--- src/rtl/muldiv_sequencer.sv ---
// Multi-cycle mul/div/mod sequencer beside the EX-stage ALU; optional MULDIV_FAST_MUL_EN gives single-cycle mul.
// Latency: WIDTH+1 cycles iterative, 1 cycle for divide-by-zero (and for mul with MULDIV_FAST_MUL_EN).
// Backpressure: holds the pipeline with stall from accept through RUN; result is a 1-cycle done pulse.
module muldiv_sequencer #(
    parameter int WIDTH = 32
) (
    input  logic             clk,
    input  logic             rst_n,
    input  logic             start,
    input  logic [4:0]       alusignals,
    input  logic [WIDTH-1:0] op_a,
    input  logic [WIDTH-1:0] op_b,
    input  logic             flush,
    output logic             stall,
    output logic             done,
    output logic [WIDTH-1:0] result,
    output logic             div_by_zero,
    output logic             busy
);
    localparam int CNT_W = (WIDTH > 1) ? $clog2(WIDTH) : 1;
    localparam logic [4:0] OPC_MUL = 5'b00010;
    localparam logic [4:0] OPC_DIV = 5'b00011;
    localparam logic [4:0] OPC_MOD = 5'b00100;

    typedef enum logic [1:0] {ST_IDLE, ST_RUN, ST_DONE} state_t;
    typedef enum logic [1:0] {OP_MUL, OP_DIV, OP_MOD} op_t;

    state_t             state_q, state_d;
    op_t                op_q, op_d, accept_op;
    logic [CNT_W-1:0]   cnt_q, cnt_d;
    logic [WIDTH-1:0]   acc_q, acc_d;
    logic [WIDTH-1:0]   mcand_q, mcand_d;
    logic [WIDTH-1:0]   mplier_q, mplier_d;
    logic               q_neg_q, q_neg_d;
    logic               r_neg_q, r_neg_d;
    logic [WIDTH-1:0]   result_q, result_d;
    logic               dbz_q, dbz_d;

    logic               is_muldiv, accept, b_zero, last_iter;
    logic [WIDTH-1:0]   a_mag, b_mag, mul_acc, div_rem, div_quo;
    logic [WIDTH:0]     rem_sh, diff;

    always_comb begin
        is_muldiv = (alusignals == OPC_MUL) || (alusignals == OPC_DIV) || (alusignals == OPC_MOD);
        // rst_n gating keeps stall low while reset is held with an instruction still presented
        accept    = start && is_muldiv && (state_q == ST_IDLE) && !flush && rst_n;
        case (alusignals)
            OPC_DIV: accept_op = OP_DIV;
            OPC_MOD: accept_op = OP_MOD;
            default: accept_op = OP_MUL;
        endcase
        a_mag     = op_a[WIDTH-1] ? -op_a : op_a;
        b_mag     = op_b[WIDTH-1] ? -op_b : op_b;
        b_zero    = (op_b == '0);
        last_iter = (cnt_q == CNT_W'(WIDTH - 1));

        mul_acc   = acc_q + (mplier_q[0] ? mcand_q : '0);
        // Restoring step: dividend bits shift out of mplier_q, quotient bits shift in
        rem_sh    = {acc_q, mplier_q[WIDTH-1]};
        diff      = rem_sh - {1'b0, mcand_q};
        div_rem   = diff[WIDTH] ? rem_sh[WIDTH-1:0] : diff[WIDTH-1:0];
        div_quo   = {mplier_q[WIDTH-2:0], ~diff[WIDTH]};
    end

    always_comb begin
        state_d  = state_q;
        op_d     = op_q;
        cnt_d    = cnt_q;
        acc_d    = acc_q;
        mcand_d  = mcand_q;
        mplier_d = mplier_q;
        q_neg_d  = q_neg_q;
        r_neg_d  = r_neg_q;
        result_d = result_q;
        dbz_d    = dbz_q;
        case (state_q)
            ST_IDLE: begin
                if (accept) begin
                    op_d    = accept_op;
                    cnt_d   = '0;
                    acc_d   = '0;
                    dbz_d   = 1'b0;
                    q_neg_d = op_a[WIDTH-1] ^ op_b[WIDTH-1];
                    r_neg_d = op_a[WIDTH-1];
                    if (accept_op == OP_MUL) begin
                        mcand_d  = op_a;
                        mplier_d = op_b;
                    end else begin
                        mcand_d  = b_mag;
                        mplier_d = a_mag;
                    end
                    if (accept_op != OP_MUL && b_zero) begin
                        state_d  = ST_DONE;
                        dbz_d    = 1'b1;
                        result_d = (accept_op == OP_DIV) ? '1 : op_a;
`ifdef MULDIV_FAST_MUL_EN
                    end else if (accept_op == OP_MUL) begin
                        state_d  = ST_DONE;
                        result_d = op_a * op_b;
`endif
                    end else begin
                        state_d = ST_RUN;
                    end
                end
            end
            ST_RUN: begin
                if (flush) begin
                    state_d = ST_IDLE;
                end else begin
                    cnt_d = cnt_q + CNT_W'(1);
                    if (op_q == OP_MUL) begin
                        acc_d    = mul_acc;
                        mcand_d  = mcand_q << 1;
                        mplier_d = mplier_q >> 1;
                    end else begin
                        acc_d    = div_rem;
                        mplier_d = div_quo;
                    end
                    if (last_iter) begin
                        state_d = ST_DONE;
                        case (op_q)
                            OP_MUL:  result_d = mul_acc;
                            OP_DIV:  result_d = q_neg_q ? -div_quo : div_quo;
                            default: result_d = r_neg_q ? -div_rem : div_rem;
                        endcase
                    end
                end
            end
            ST_DONE: state_d = ST_IDLE;
            default: state_d = ST_IDLE;
        endcase
    end

    always_ff @(posedge clk or negedge rst_n) begin
        if (!rst_n) begin
            state_q  <= ST_IDLE;
            op_q     <= OP_MUL;
            cnt_q    <= '0;
            acc_q    <= '0;
            mcand_q  <= '0;
            mplier_q <= '0;
            q_neg_q  <= 1'b0;
            r_neg_q  <= 1'b0;
            result_q <= '0;
            dbz_q    <= 1'b0;
        end else begin
            state_q  <= state_d;
            op_q     <= op_d;
            cnt_q    <= cnt_d;
            acc_q    <= acc_d;
            mcand_q  <= mcand_d;
            mplier_q <= mplier_d;
            q_neg_q  <= q_neg_d;
            r_neg_q  <= r_neg_d;
            result_q <= result_d;
            dbz_q    <= dbz_d;
        end
    end

    assign stall       = accept || (state_q == ST_RUN);
    assign done        = (state_q == ST_DONE);
    assign busy        = (state_q != ST_IDLE);
    assign result      = result_q;
    assign div_by_zero = dbz_q && (state_q == ST_DONE);
endmodule

--- config.mk ---
export PLATFORM = sky130hd
export DESIGN_NAME = muldiv_sequencer
export DESIGN_NICKNAME = d
export VERILOG_FILES = /design/src/rtl/muldiv_sequencer.sv
export SDC_FILE = /design/constraint.sdc
export NUM_CORES = 1
export LEC_CHECK = 0
export CAP_MARGIN = 20
export CORE_MARGIN = 2
export CORE_UTILIZATION = 30
export DETAILED_ROUTE_END_ITERATION = 7
export PLACE_DENSITY_LB_ADDON = 0.08
export SYNTH_ARGS = -nofsm -noshare
export SYNTH_HDL_FRONTEND = slang
export SYNTH_SLANG_ARGS = --single-unit
--- constraint.sdc ---
create_clock -name clk -period 5.5 [get_ports clk]
set_clock_uncertainty 0.05 [all_clocks]
set_input_delay 1.375 -clock clk [delete_from_list [all_inputs] [get_ports clk]]
set_output_delay 1.375 -clock clk [all_outputs]
set_load 0.03 [all_outputs]
==> out/metrics.yaml, run 1 <==
clock_latency_ns: 0.47
avgViaCountPerCell: 5.52
io_buffer_count: 108
synth_edf_count: 0
p_leak_nw: 7.31
multi_input_area_um2: 10600
firstDrtPassIters: 6
vias: 15444
synth_area_per_cell_um2: 7.18
p_per_area_nw_per_um2: 416
die_area_um2: 51200
crit_arrival_ns: 5.24
gp_congestion: 0.873
synth_area_um2: 14800
fp.dieW_um: 226
r2r_cells: 20
path_cells: "inv_1 -> ha_1 -> and4_1 -> nand2b_1 -> a2111oi_4 -> nor2_2 -> o31a_1 -> xnor2_4 -> inv_2 -> ha_1 -> nor2b_1 -> nand2_1 -> or2_2 -> nand2b_1 -> o21ai_0 -> xor2_1 -> nand3_1 -> o2111ai_1 -> a211oi_1 -> a22o_1"
peakVddDrop_mv: 0.255
worstHoldStart: "result[9]$_DFFE_PN0P_"
syn_inst: 2065
drc_errors: 0
design_area_um2: 17300
r2r_end: "result[30]$_DFFE_PN0P_"
async_flop_share_pct: 100
grt_overflow: 0
synth_seq_cells: 140
holdCritPathClass: "flip-flop to flip-flop"
root_buffer: "clkbuf_16"
power.total_mw: 7.22
grt_pass1_wl_um: 93100
routedWlPerCell_um: 21.9
final_util_pct: 35.5
layout-drive-gt1-share_pct: 6.84
instances_no_fill: 2797
dp_slack_ns: 0.0551
synth.distinct_cells: 77
cp_slowest_cell: "ha_1"
worstSetupStartpointType: "flip-flop"
fin_crit_ns: 4.93
maxSlewHeadroom_pct: 30.5
antenna_found_initial: 0
syn_to_final_growth_pct: 16.9
ant_nets: 0
critical_path_required_ns: 5.80
hold_end: "result[9]$_DFFE_PN0P_"
layout_commonest_cell: "nand2_1"
synth_seq_area_share_pct: 23.6
cap_violations: 0
layout_common_cells: "nand2_1, a21oi_1, nor2_1"
cts_buffers: 17
dpl_cell_area_um2: 16700
cp_max_fo: 12
core_um2: 48800
fmax_mhz: 203
grt_max_degree: 78
cp-end-kind: "flip-flop"
r2r_start: "mcand_q[10]$_DFFE_PN0P_"
setup_viol: 0
dp_cells: 2765
synth_flop_cell: "dfrtp_1"
n_antenna_cell: 0
die_h_um: 226
initial_utilization_pct: 30.3
rsz0062_at_grt: "no"
hold_viol: 0
cts.clk_slew.worst_paths_ns: 0.07
gr-usage-all-layers_pct: 24.2
dp.final_hpwl_um: 47500
status: "complete, no violations"
fin_nets: 2264
yosysWarnings: 0
cts_tree: "built"
io_pins: 109
h-tree-depth: 4
r2r_slack_ns: 0.57
setup_slack_ns: 0.567
rows: 81
finalHoldWorstSlack_ns: 0.448
holdBufCountCts: 0
drv_slew: 0
cts_sinks: 140
cts_buffer_depth: 2
cpPeakStageDelay_ns: 0.52
fill_cells: 5332
worst_pin_slew_ns: 1.03
post_cts_buffers: 0
drt_iter0_markers: 1420
criticalPathCategory: "flip-flop to flip-flop"
timing.final.crit_share_pct: 89.7
cts_resized: 0
register_area_um2: 3510
syn_nets: 2209
finalSetupTns_ns: 0
whs_path_depth: 2
drt_wl_total_um: 61300
grt_pass1_vias: 14487
[worst max-delay path by stage]
stage	from	to	slack, ns	cells after the start
6_report	mcand_q[10]$_DFFE_PN0P_	result[30]$_DFFE_PN0P_	0.57	20
5_1_grt	mcand_q[10]$_DFFE_PN0P_	result[20]$_DFFE_PN0P_	0.14	19
4_1_cts	mcand_q[10]$_DFFE_PN0P_	result[30]$_DFFE_PN0P_	0.52	20
3_5_place_dp	op_a[6]	mplier_q[31]$_DFFE_PN0P_	0.06	13
3_3_place_gp	op_a[6]	mplier_q[31]$_DFFE_PN0P_	0.03	13
2_1_floorplan	mplier_q[31]$_DFFE_PN0P_	result[30]$_DFFE_PN0P_	0.74	24
[worst max-delay path: cells and delay by family (launching register included)]
kind / cells / cell delay, ns
and+or+nand+nor: 8 / 1.45
DFF: 1 / 0.38
xor gates and xnor gates: 2 / 0.39
buffers and inverters: 2 / 0.33
AOI/OAI and AO/OA: 6 / 1.50
adders and majority gates: 2 / 0.72
[per-layer routing]
layer | global-route usage, % | vias to the layer above | share of wire (%)
met4 | 5.75 | 0 | 1.8
met1 | 36.6 | 7452 | 51
met2 | 36.3 | 399 | 43
met5 | 0 | - | 0
met3 | 2.98 | 49 | 4.5
li1 | - | 7544 | -
[cell usage after synthesis (8+ instances only)]
master    instances  area, um^2
nand2_1         278        1040
or2_2            10        62.6
buf_2            14        70.1
or3_1            25         156
inv_1            65         244
a211oi_1         58         435
nor2b_1          13        81.3
and3_1           13        81.3
o21ai_0         193         966
o31ai_1          31         233
mux2i_1          37         370
o221ai_1          8        70.1
nor3_1           34         170
nor2_1          205         769
nand2b_1         22         138
o22ai_1          12        75.1
a21oi_1         228        1140
a21o_1           36         270
nand4_1          12        75.1
o211ai_1         17         128
clkbuf_1        104         390
buf_1            10        37.5
xnor2_1          54         473
dfrtp_1         140        3500
o21ai_1          26         130
ha_1             69         863
o41ai_1          16         140
nor4_1           16         100
or4_1            20         150
a31oi_1          16         100
xor2_1          109         955
o21a_1           14         105
nand3_1          47         235
[where the power goes]
group	internal, mW	switching [mW]
registers	1.22	0.313
logic	1.65	2.79
clock network	0.696	0.549
[kinds of logic after synthesis]
group           after synthesis  synth area share, %
xor+xnor                    164                 9.82
mux                          44                 3.03
buf+inv                     200                 5.36
compound gates              720                 29.8
flops                       140                 23.6
simple gates                726                 22.3
fa+ha+maj                    71                 6.09
[state kept, by name, summed over array words and instances (netlist names)]
| signal | flops |
|---|---|
| state_q | 2 |
| result | 32 |
| r_neg_q | 1 |
| op_q | 2 |
| mcand_q | 32 |
| cnt_q | 5 |
| acc_q | 32 |
| dbz_q | 1 |
| q_neg_q | 1 |
| mplier_q | 32 |
[cell type report]
type	count	area share, %
Tap cell	664	4.79
Timing Repair Buffer	169	9.02
Inverter	67	1.45
Clock inverter	12	0.794
Sequential cell	140	20.2
Clock buffer	20	2.64
Multi-Input combinational cell	1725	61.1
Power figures use the tool's default switching activity.
==> run 2, diff against run 1 <==
--- a/config.mk
+++ b/config.mk
@@ -10,6 +10,8 @@
 export CORE_UTILIZATION = 30
 export DETAILED_ROUTE_END_ITERATION = 7
 export PLACE_DENSITY_LB_ADDON = 0.08
+export REMOVE_ABC_BUFFERS = 1
+export SETUP_SLACK_MARGIN = 0.4
 export SYNTH_ARGS = -nofsm -noshare
 export SYNTH_HDL_FRONTEND = slang
 export SYNTH_SLANG_ARGS = --single-unit
==> run 2 against run 1 <==
Effect of this change:
- sequential power about the same
- count of clock-buffer cells in the layout down 1
- clock power about the same
- highest routed layer unchanged
- cell area up 0.79%
- fmax up 1.5%
- power up 1.5%
- setup slack better by 0.071 ns
- combinational power up 2%
- flip-flop and latch count unchanged
==> out/metrics.yaml, run 2 (synthesized netlist as in run 1, its figures left out) <==
fmax_mhz: 206  # was 203 MHz
die_h_um: 226  # unchanged
worstSetupStartpointType: "flip-flop"  # unchanged
holdBufCountCts: 0  # unchanged
worstHoldStart: "dbz_q$_DFFE_PN0P_"  # was result[9]$_DFFE_PN0P_
avgViaCountPerCell: 5.51  # was 5.52
cts.clk_slew.worst_paths_ns: 0.07  # about the same
finalSetupTns_ns: 0  # unchanged
n_antenna_cell: 0  # unchanged
routedWlPerCell_um: 21.9  # about the same
vias: 15476  # was 15444
fp.dieW_um: 226  # unchanged
grt_pass1_vias: 14515  # was 14487
timing.final.crit_share_pct: 88.4  # was 89.7%
cts_buffers: 17  # unchanged
cts_resized: 0  # unchanged
layout_commonest_cell: "nand2_1"  # unchanged
critical_path_required_ns: 5.81  # was 5.80 ns
crit_family: "compound AO/OA/AOI/OAI gates"  # unchanged
crit_buf_inv: 5  # was 2
cp-end-kind: "flip-flop"  # unchanged
hold_viol: 0  # unchanged
antenna_found_initial: 0  # unchanged
rows: 81  # unchanged
h-tree-depth: 4  # unchanged
cts_buffer_depth: 2  # unchanged
cts_tree: "built"  # unchanged
cp_slowest_cell: "dfrtp_1"  # was ha_1
cts_sinks: 140  # unchanged
p_per_area_nw_per_um2: 419  # was 416 nW/um^2
fin_nets: 2278  # was 2264
post_cts_buffers: 0  # unchanged
gp_congestion: 0.902  # was 0.873
drv_slew: 0  # unchanged
startpoint: "mcand_q[0]$_DFFE_PN0P_"  # was mcand_q[10]$_DFFE_PN0P_
grt_overflow: 0  # unchanged
dp.final_hpwl_um: 47600  # was 47500 um
cap_violations: 0  # unchanged
setup_viol: 0  # unchanged
dp_slack_ns: 0.132  # was 0.0551 ns
p_leak_nw: 7.37  # was 7.31 nW
drt_iter0_markers: 1475  # was 1420
layout_common_cells: "nand2_1, a21oi_1, nor2_1"  # unchanged
cp_max_fo: 6  # was 12
rsz0062_at_grt: "yes"  # was no
maxSlewHeadroom_pct: 28.0  # was 30.5%
drc_errors: 0  # unchanged
criticalPathCategory: "flip-flop to flip-flop"  # unchanged
cpPeakStageDelay_ns: 0.44  # was 0.52 ns
ant_nets: 0  # unchanged
grt_max_degree: 67  # was 78
die_area_um2: 51200  # unchanged
core_um2: 48800  # unchanged
setup_slack_ns: 0.638  # was 0.567 ns
worst_pin_slew_ns: 1.08  # was 1.03 ns
firstDrtPassIters: 7  # was 6
gr-usage-all-layers_pct: 24.1  # was 24.2%
status: "complete, no violations"  # unchanged
syn_to_final_growth_pct: 17.8  # was 16.9%
fin_crit_ns: 4.86  # was 4.93 ns
io_pins: 109  # unchanged
clock_latency_ns: 0.47  # about the same
r2r_start: "mcand_q[0]$_DFFE_PN0P_"  # was mcand_q[10]$_DFFE_PN0P_
peakVddDrop_mv: 0.239  # was 0.255 mV
crit_arrival_ns: 5.18  # was 5.24 ns
fill_cells: 5300  # was 5332
io_buffer_count: 108  # unchanged
holdCritPathClass: "flip-flop to flip-flop"  # unchanged
root_buffer: "clkbuf_16"  # unchanged
drt_wl_total_um: 61500  # was 61300 um
grt_pass1_wl_um: 92800  # was 93100 um
initial_utilization_pct: 30.3  # unchanged
path_cells: "ha_1 -> inv_1 -> fa_1 -> a211oi_1 -> o21a_1 -> a2111oi_4 -> nor2_2 -> o31a_1 -> xnor2_4 -> inv_2 -> mux2i_1 -> ha_1 -> inv_1 -> buf_4 -> nor4b_1 -> mux2_2 -> nand2_1 -> buf_4 -> nor2_1 -> o21ai_1 -> mux2i_1 -> o21a_1"  # was inv_1 -> ha_1 -> and4_1 -> nand2b_1 -> a2111oi_4 -> nor2_2 -> o31a_1 -> xnor2_4 -> inv_2 -> ha_1 -> nor2b_1 -> nand2_1 -> or2_2 -> nand2b_1 -> o21ai_0 -> xor2_1 -> nand3_1 -> o2111ai_1 -> a211oi_1 -> a22o_1
layout-drive-gt1-share_pct: 7.87  # was 6.84%
finalHoldWorstSlack_ns: 0.426  # was 0.448 ns
[run 2: routing by layer]
metal	vias to the layer above	wire length (um)	track usage (%)
met5	-	0	0
met4	0	1050	5.50
met3	52	2720	2.40
met2	403	26600	36.4
met1	7444	31100	36.6
li1	7577	-	-
[run 2: worst paths after layout]
path	end	slack [ns]	cells after the start
worst min-delay path	dbz_q$_DFFE_PN0P_	0.43	2
min in group asynchronous	op_q[1]$_DFFE_PN0P_	1.02	2
worst min register to register	dbz_q$_DFFE_PN0P_	0.43	2
worst max-delay path	result[24]$_DFFE_PN0P_	0.64	22
worst max register to register	result[24]$_DFFE_PN0P_	0.64	22
max in group asynchronous	q_neg_q$_DFFE_PN0P_	3.10	3
[run 2: cell type report]
cell class	count	area [um^2]	share of cell area [%]
multi-input combinational	1725	10600	60.8
sequential	140	3510	20.1
timing repair buffer	183	1660	9.48
tap	664	831	4.76
clock buffer	19	453	2.59
inverter	67	254	1.45
clock inverter	13	140	0.802
[run 2: power breakdown]
part | switching (mW) | total [mW] | internal, mW | leakage [nW]
Clock | 0.548 | 1.24 | 0.693 | 0.282
Combinational | 2.83 | 4.54 | 1.71 | 5.25
Sequential | 0.322 | 1.54 | 1.22 | 1.84
Total | 3.70 | 7.32 | 3.62 | 7.37
[run 2: tightest hold or removal path, stage by stage, from the launching register on]
cell	delay, ns
dfrtp_1	0.33
nand2_1	0.04
o21ai_0	0.06
[run 2: stage by stage]
step	cells	power (mW)	area [um^2]	util [%]
floorplan	1932	4.38	14300	-
global placement	2779	5.98	16800	34.4
detailed placement	2779	5.97	16800	34.4
CTS	2811	7.25	17400	35.7
global route	2811	7.84	17500	35.8
finish	2811	7.32	17500	35.8
